File: config.mk
export PLATFORM = sky130hd
export DESIGN_NAME = uart_tx_scheduler
export DESIGN_NICKNAME = d
export VERILOG_FILES = /design/src/rtl/uart_tx_scheduler.sv
export SDC_FILE = /design/constraint.sdc
export NUM_CORES = 1
export LEC_CHECK = 0
export CAP_MARGIN = 20
export CORE_ASPECT_RATIO = 0.7
export CORE_UTILIZATION = 35
export DETAILED_ROUTE_END_ITERATION = 8
export GPL_ROUTABILITY_DRIVEN = 1
export GPL_TIMING_DRIVEN = 1
export REMOVE_ABC_BUFFERS = 1
export SLEW_MARGIN = 0
export SYNTH_ARGS = -nofsm -noshare
export SYNTH_HDL_FRONTEND = slang
export SYNTH_SLANG_ARGS = --single-unit
File: constraint.sdc
create_clock -name clk -period 6.67 [get_ports clk]
set_input_delay 0.667 -clock clk [delete_from_list [all_inputs] [get_ports clk]]
set_output_delay 0.667 -clock clk [all_outputs]
set_load 0.05 [all_outputs]
File: src/rtl/uart_tx_scheduler.sv
// rtl/uart_tx_scheduler.sv - FIFO-buffered scheduler feeding CPU TX-data stores into the UART transmitter
//
// Ports:
//   clk        system clock, rising edge
//   rst        asynchronous reset, active-low
//   cpu_we     store strobe from the data-memory write path
//   cpu_addr   store word address
//   cpu_wdata  store data (low byte)
//   flush      synchronous clear of the FIFO; the byte already issued is not aborted
//   cpu_stall  holds the CPU while a TX-data store finds the FIFO full
//   tx_start   one-cycle pulse; transmitter latches tx_data
//   tx_data    byte to send, held until the next issue
//   tx_busy    transmitter busy flag
//   level      FIFO occupancy
//   ack_err    sticky flag, set when the transmitter never acknowledged a start

module uart_tx_scheduler #(
    parameter int          DEPTH     = 8,
    parameter int          DATA_W    = 8,
    parameter logic [31:0] UDRT_ADDR = 32'h3,
    parameter int          ACK_TMO   = 1023
) (
    input  logic                       clk,
    input  logic                       rst,
    input  logic                       cpu_we,
    input  logic [31:0]                cpu_addr,
    input  logic [DATA_W-1:0]          cpu_wdata,
    input  logic                       flush,
    output logic                       cpu_stall,
    output logic                       tx_start,
    output logic [DATA_W-1:0]          tx_data,
    input  logic                       tx_busy,
    output logic [$clog2(DEPTH):0]     level,
    output logic                       ack_err
);

    localparam int AW = $clog2(DEPTH);
    localparam int LW = AW + 1;
    localparam int CW = $clog2(ACK_TMO + 1);

    typedef enum logic [1:0] {
        S_IDLE      = 2'd0,
        S_LOAD      = 2'd1,
        S_WAIT_ACK  = 2'd2,
        S_WAIT_DONE = 2'd3
    } state_t;

    state_t              state;
    logic [DATA_W-1:0]   mem [DEPTH];
    logic [AW:0]         wr_ptr;
    logic [AW:0]         rd_ptr;
    logic [CW-1:0]       tmo_cnt;
    logic                addr_hit;
    logic                full;
    logic                empty;
    logic                push;
    logic                pop;

    assign addr_hit  = (cpu_addr == UDRT_ADDR);
    assign full      = (level == LW'(DEPTH));
    assign empty     = (level == '0);
    // No bypass: a full FIFO stalls the store even on a cycle that pops.
    assign cpu_stall = cpu_we & addr_hit & full;
    assign push      = cpu_we & addr_hit & ~full & ~flush;
    // The empty guard covers a flush landing on the IDLE->LOAD edge.
    assign pop       = (state == S_LOAD) & ~empty;

    always_ff @(posedge clk) begin
        if (push) begin
            mem[wr_ptr[AW-1:0]] <= cpu_wdata;
        end
    end

    always_ff @(posedge clk or negedge rst) begin
        if (!rst) begin
            wr_ptr <= '0;
            rd_ptr <= '0;
            level  <= '0;
        end else if (flush) begin
            wr_ptr <= '0;
            rd_ptr <= '0;
            level  <= '0;
        end else begin
            if (push) begin
                wr_ptr <= wr_ptr + (AW+1)'(1);
            end
            if (pop) begin
                rd_ptr <= rd_ptr + (AW+1)'(1);
            end
            case ({push, pop})
                2'b10:   level <= level + LW'(1);
                2'b01:   level <= level - LW'(1);
                default: level <= level;
            endcase
        end
    end

    // tx_start is registered: it rises on the edge that leaves LOAD, so the
    // byte and the pulse appear together one cycle after the LOAD decision.
    always_ff @(posedge clk or negedge rst) begin
        if (!rst) begin
            state    <= S_IDLE;
            tx_start <= 1'b0;
            tx_data  <= '0;
            ack_err  <= 1'b0;
            tmo_cnt  <= '0;
        end else begin
            tx_start <= 1'b0;
            case (state)
                S_IDLE: begin
                    if (!empty && !tx_busy) begin
                        state <= S_LOAD;
                    end
                end
                S_LOAD: begin
                    if (!empty) begin
                        tx_data  <= mem[rd_ptr[AW-1:0]];
                        tx_start <= 1'b1;
                        tmo_cnt  <= '0;
                        state    <= S_WAIT_ACK;
                    end else begin
                        state <= S_IDLE;
                    end
                end
                S_WAIT_ACK: begin
                    if (tx_busy) begin
                        state <= S_WAIT_DONE;
                    end else if (tmo_cnt == CW'(ACK_TMO - 1)) begin
                        // Abandon the byte after ACK_TMO cycles without a busy rise.
                        ack_err <= 1'b1;
                        state   <= S_IDLE;
                    end else begin
                        tmo_cnt <= tmo_cnt + CW'(1);
                    end
                end
                S_WAIT_DONE: begin
                    if (!tx_busy) begin
                        state <= S_IDLE;
                    end
                end
                default: state <= S_IDLE;
            endcase
        end
    end

endmodule

Word-level counts from Yosys, hierarchy flattened
Memory sizes are Yosys's and may differ from the RTL's. A register that Yosys moved wholly into a read port is not among the register bits.
Index checks and enable logic that the tools add are counted.
{"block": "word_totals", "ff_bits": 26, "mem_bits_rw": 64, "inputBits": 45, "output_inout_bits": 15, "mem_count": 1}
{"memory": "mem", "words": 8, "width": 8, "rd": 1, "rd_clocked_by_memory_dff": 1, "write_ports": 1, "line_no": "49", "text": "logic [DATA_W-1:0] mem [DEPTH];"}
{"block": "op_classes", "addsub": 5, "n_eq_ne": 14, "mux": 20, "bitwise_logic": 9, "n_reduce_logical": 14}
{"op": "32-bit by 2-bit == test with 1-bit output (second input constant)", "count": 1}
{"op": "10-bit two-way mux", "count": 3}
{"op": "4-bit two-way mux", "count": 5}
{"op": "10-bit one-hot mux with 2 select lines", "count": 1}
{"op": "4-bit by 1-bit adder with 4-bit output (second input constant)", "count": 3}
{"op": "10-bit by 1-bit adder with 10-bit output (second input constant)", "count": 1}
{"op": "10-bit == test (second input constant)", "count": 1}
{"op": "2-bit two-way mux", "count": 5}
{"op": "2-bit inequality test (second input constant)", "count": 5}
{"op": "2-bit one-hot mux with 4 select lines", "count": 1}
{"op": "4-bit one-hot mux with 2 select lines", "count": 1}
{"op": "2-bit == test (second input constant)", "count": 3}
{"op": "3-bit AND reduction", "count": 2}
{"op": "2-bit nonzero test", "count": 3}
{"op": "1-bit AND", "count": 5}
{"op": "2-bit by 1-bit == test with 1-bit output (second input constant)", "count": 2}
{"op": "4-bit == test (second input constant)", "count": 1}
{"op": "4-bit logical NOT", "count": 1}
{"op": "1-bit two-way mux", "count": 4}
{"op": "1-bit NOT", "count": 4}
{"op": "4-bit AND reduction", "count": 1}
{"op": "4-bit by 1-bit subtractor with 4-bit output (second input constant)", "count": 1}
{"op": "1-bit logical NOT", "count": 3}
{"op": "3-bit inequality test (second input constant)", "count": 1}
{"op": "4 further kinds", "count": 4}

Longest topological paths before layout
{"block": "logic_depth", "depth_word": 7, "depth_mapped": 11, "depth_no_buf": 10}

Worst setup path before layout
No wires, ideal clock.
{"block": "synth_timing", "path_type": "input port to output port", "start": "input port cpu_addr[4]", "end": "output port cpu_stall", "arrival_time_ns": 2.679, "required_time_ns": 6.003, "setup_slack_ns": 3.324, "path_stages": 3, "path_buffers": 0, "path_cell_list": "nor4_1 > nand4_1 > nor4_1"}
{"block": "synth_between", "elab_chain_cells": 3}
{"item": "start, declared", "line_no": "26", "text": "input logic [31:0] cpu_addr,"}
{"item": "32-bit by 2-bit == test with 1-bit output", "line_no": "59", "text": "assign addr_hit = (cpu_addr == UDRT_ADDR);"}
{"item": "1-bit AND (2 in series)", "line_no": "63", "text": "assign cpu_stall = cpu_we & addr_hit & full;"}
{"item": "end, declared", "line_no": "29", "text": "output logic cpu_stall,"}
Every way passes these cells.

Worst setup path after layout
{"block": "layout_timing", "start": "input port cpu_addr[0]", "end": "register level[3]"}
{"block": "layout_between", "elab_chain_cells": 7}
{"item": "32-bit by 2-bit == test with 1-bit output (*)", "line_no": "59"}
{"item": "1-bit AND (*) (3 in series)", "line_no": "64", "text": "assign push = cpu_we & addr_hit & ~full & ~flush;"}
{"item": "2-bit by 1-bit == test with 1-bit output / 2-bit == test (equally long branches)", "line_no": "90", "text": "case ({push, pop})"}
{"item": "4-bit one-hot mux with 2 select lines", "line_no": "90"}
{"item": "4-bit two-way mux", "line_no": "79", "text": "end else if (flush) begin"}
{"item": "end signal, assigned", "line_no": "91", "text": "2'b10: level <= level + LW'(1);"}
{"item": "end signal, assigned", "line_no": "92", "text": "2'b01: level <= level - LW'(1);"}
{"item": "end signal, assigned", "line_no": "93", "text": "default: level <= level;"}
{"item": "end, declared", "line_no": "33", "text": "output logic [$clog2(DEPTH):0] level,"}
Mark *: on every way between the ends. The rest lies on a longest branch, timed or not.
A chain may end at the register's enable or synchronous reset.

==> out/summary.md <==
The flow ran to the end, and the final reports show no timing, DRC or antenna violations. The tools report the die area as 12300 um^2. In this run the mean area of a mapped cell was 14.6 um^2. The startpoint of the lowest-slack register-to-register path was level[1].

The logs give 0 for the final antenna diode count and 0.00132 W for the total power after layout. The highest-delay cell along the critical path is sky130_fd_sc_hd__nor4b_4. After detailed routing, the number of vias per cell comes to 4.96.

The number of fill cells in the layout is 972. The first global-routing pass estimated 13.3 mm of wire. Setup total negative slack on the finished layout was measured at 0 ns. The layout overhead on the synthesized area was 26.2%.

In the final routing, the length of wire on met1 measures 3.93 mm. Setup repair after global routing left no endpoint under its margin. The detailed router used layers up to and including met4. The critical path is of the in -> reg type. The number of buffers and inverters on the critical path was 1; the number of buffers between clock root and the deepest sink was 2. Counting I/O delays and the setup requirement, the final critical path takes 3.71 ns. After detailed routing, the average wire length per cell comes to 16.3 um. The routed length on met3 was 314 um; the number of enable flip-flop cells after synthesis was 64.

The max-cap check violation count was 0; the post-CTS setup buffer count was 0. The number of DRC markers after the initial detailed-route iteration was 237; the number of iterations in the first detailed-routing pass was 4. Timing endpoint of the critical path: level[3]. The slew of the pin with the lowest slew margin was 0.983 ns.

In this run the tool buffered the top-level ports with 59 buffer cells. Clock tree synthesis inserted a total of 9 buffers. The number of instances resized during post-cts repair was 0; the number of stages on the worst setup path was 11. The run gives 0 as the initial antenna violation count. For the maximum level of the CTS H-tree, the log shows 3.

The CTS clock-pin slew for the worst setup and hold paths is 0.07 ns. Final-report max-slew violation count: 0. The worst setup path is captured at a flip-flop. Among all flip-flop cells after synthesis, the most frequent one is sky130_fd_sc_hd__edfxtp_1. For the final database, setup skew stands at 0.00734 ns.

The power density over the cells was 252 nW/um^2. The run gives 32 as the number of standard-cell rows in the floorplan. In this run the worst path has a maximum fanout of 17.

The worst endpoint required time was 6.90 ns; the fraction of layout cells with a size suffix above 1 was 0.119. Number of distinct standard cells referenced by the synthesized netlist: 43. Setup violations remaining at the end of the flow were counted as 0. Grouping stages by cell kind, the critical path spends the most delay in simple AND/OR/NAND/NOR gates. Critical path startpoint: cpu_addr[0].

In the final design database the tool counted 399 nets. The largest stage delay on the critical path is 0.76 ns. Measured in cells, the most critical reg-to-reg path has a length of 9. Critical register-to-register path endpoint: level[3]. The share of flip-flops with an asynchronous set or reset came out at 0.333. The hold buffer count at CTS was 0.

TritonCTS built the clock tree. From bottom edge to top edge, the die measures 93.0 um. Number of flip-flops and latches in the synthesized netlist: 96. The logs give 0 for the number of hold violations in the final report and 60 for the number of placed I/O pins.

The global-route usage over all layers was 0.146. The static leakage was 1.85 nW; the number of global-route vias before repair was 2483. Path type of the worst min-delay path: reg -> reg. Pin count of the biggest net entering global routing: 33.

The logs give 0.000122 V for the worst supply voltage drop on vdd and 0.706 for the global placer's final weighted congestion. In this run the remaining antenna-violating nets after routing total 0. For flop-to-flop paths, the worst setup slack is 3.60 ns. Detailed placement finished with a half-perimeter wire length of 5.55 mm.

Clock tree synthesis found a total of 96 sinks. The signal on the critical path passes through clkdlybuf4s50_1 -> nor4bb_1 -> nand4_1 -> nor4b_4 -> a21oi_1 -> ha_1 -> a21o_1 -> a21oi_1 -> a21o_1 -> a21oi_1 -> a311o_1. The data arrival time of the worst path was 3.95 ns.

The tools report the aggregate routed wire length as 8.23 mm. For the initial core utilization, the log shows 0.368. The timing-limited maximum frequency was 269 MHz; the via total after detailed routing was 2506.

After global routing the overflow that remains totals 0. The cell count after synthesis came out at 283. The remaining design rule violation count is 0. Clock latency reported for the late side of the worst-skew pair: 0.34 ns. The critical path startpoint category is an input pin. Horizontal die dimension: 132 um.

In this design, the critical path's most frequently occurring cell is sky130_fd_sc_hd__a21oi_1. In this run the clock root is driven by a sky130_fd_sc_hd__clkbuf_16. After detailed routing, the met2 layer carries 3.88 mm of wire. The mapped netlist covers 4140 um^2.

The worst max-slew margin expressed relative to the limit was 0.342. The total area inside the core boundary comes to 11300 um^2. Final cycle utilization of the critical path: 0.556. The post-synthesis sequential area ratio came out at 0.658.

For this run, the number of Yosys warnings is 0.
==> per-layer routing <==
layer / vias to the layer above / track usage
met1: 1248 / 0.197
li1: 1214 / -
met5: - / 0
met4: 0 / 0.0494
met3: 9 / 0.0423
met2: 35 / 0.228
==> state kept, by name, summed over array words and instances, names as in the netlist, 2 cells and up <==
register,cells
level,4
mem,64
rd_ptr,3
state,2
tmo_cnt,10
tx_data,8
wr_ptr,3
==> power by group <==
part / internal (W) / switching [W]
Combinational: 0.0000525 / 0.0000500
Sequential: 0.000656 / 0.0000215
Clock: 0.000327 / 0.000210
==> cells in the final DEF, fill, tap and decap left out, drive strengths merged, types with 2 or more instances in the layout <==
| master | n |
|---|---|
| nor2b | 2 |
| nand2b | 2 |
| a21o | 4 |
| nor4b | 2 |
| nor4 | 8 |
| edfxtp | 64 |
| or3 | 7 |
| nor3b | 2 |
| o311ai | 2 |
| clkdlybuf4s50 | 59 |
| mux4 | 16 |
| nand4 | 3 |
| ha | 6 |
| buf | 5 |
| dfrtp | 32 |
| nor3 | 7 |
| clkinv | 3 |
| nor2 | 23 |
| nand2 | 29 |
| bufinv | 2 |
| mux2i | 10 |
| nand3 | 8 |
| o21ai | 13 |
| inv | 5 |
| clkbuf | 10 |
| a21oi | 10 |
| or4 | 2 |
| xnor2 | 6 |
==> cells by family after synthesis <==
group                    share of synthesized area
AND/OR/NAND/NOR                              0.124
flip-flops                                   0.658
AO/OA/AOI/OAI                               0.0481
multiplexers                                 0.111
buffers and inverters                       0.0160
XOR/XNOR                                    0.0203
adder cells (fa/ha/maj)                     0.0230
==> through the flow <==
step	worst slack [ns]	hold slack, ns	instances	instance area (um^2)	util
after CTS	2.95	0.474	505	5230	0.464
after global placement	2.71	0.449	489	4910	0.437
final	2.96	0.468	505	5230	0.464
after global routing	2.68	0.495	505	5230	0.464
after floorplan	3.32	0.371	272	4090	-
after detailed placement	2.57	0.460	489	4910	0.437
==> worst min path at each step <==
stage / startpoint / to / slack (ns) / cells past startpoint
floorplan: rst / ack_err / 0.37 / 0
global placement: ack_err / ack_err / 0.45 / 1
detailed placement: ack_err / ack_err / 0.46 / 1
CTS: ack_err / ack_err / 0.47 / 1
global route: ack_err / ack_err / 0.50 / 1
finish: ack_err / ack_err / 0.47 / 1
==> cells in the mapped netlist, drive strengths merged (2+ instances only) <==
| library cell | number | share of area |
|---|---|---|
| o21ai | 13 | 0.016 |
| a21oi | 10 | 0.012 |
| nor2 | 23 | 0.021 |
| nand2 | 29 | 0.028 |
| mux2i | 10 | 0.024 |
| o311ai | 2 | 0.0042 |
| mux4 | 16 | 0.087 |
| or4 | 2 | 0.0036 |
| nand3 | 8 | 0.0097 |
| nor2b | 2 | 0.0030 |
| nor4 | 8 | 0.014 |
| nor3b | 2 | 0.0036 |
| or3 | 7 | 0.011 |
| nand4 | 3 | 0.0045 |
| clkbuf | 5 | 0.0045 |
| nor4b | 2 | 0.0079 |
| nand2b | 2 | 0.0030 |
| buf | 6 | 0.0079 |
| xnor2 | 6 | 0.013 |
| edfxtp | 64 | 0.46 |
| inv | 4 | 0.0036 |
| ha | 6 | 0.018 |
| a21o | 4 | 0.0073 |
| dfrtp | 32 | 0.19 |
| nor3 | 7 | 0.0097 |
==> cell type report <==
cell class	count	area [um^2]	area share
Sequential cell	96	2720	0.521
Tap cell	153	191	0.0366
Timing Repair Buffer	64	628	0.120
Clock buffer	10	229	0.0438
Multi-Input combinational cell	172	1360	0.260
Clock inverter	6	82.6	0.0158
Inverter	4	15.0	0.00287
Power figures use the tool's default switching activity.
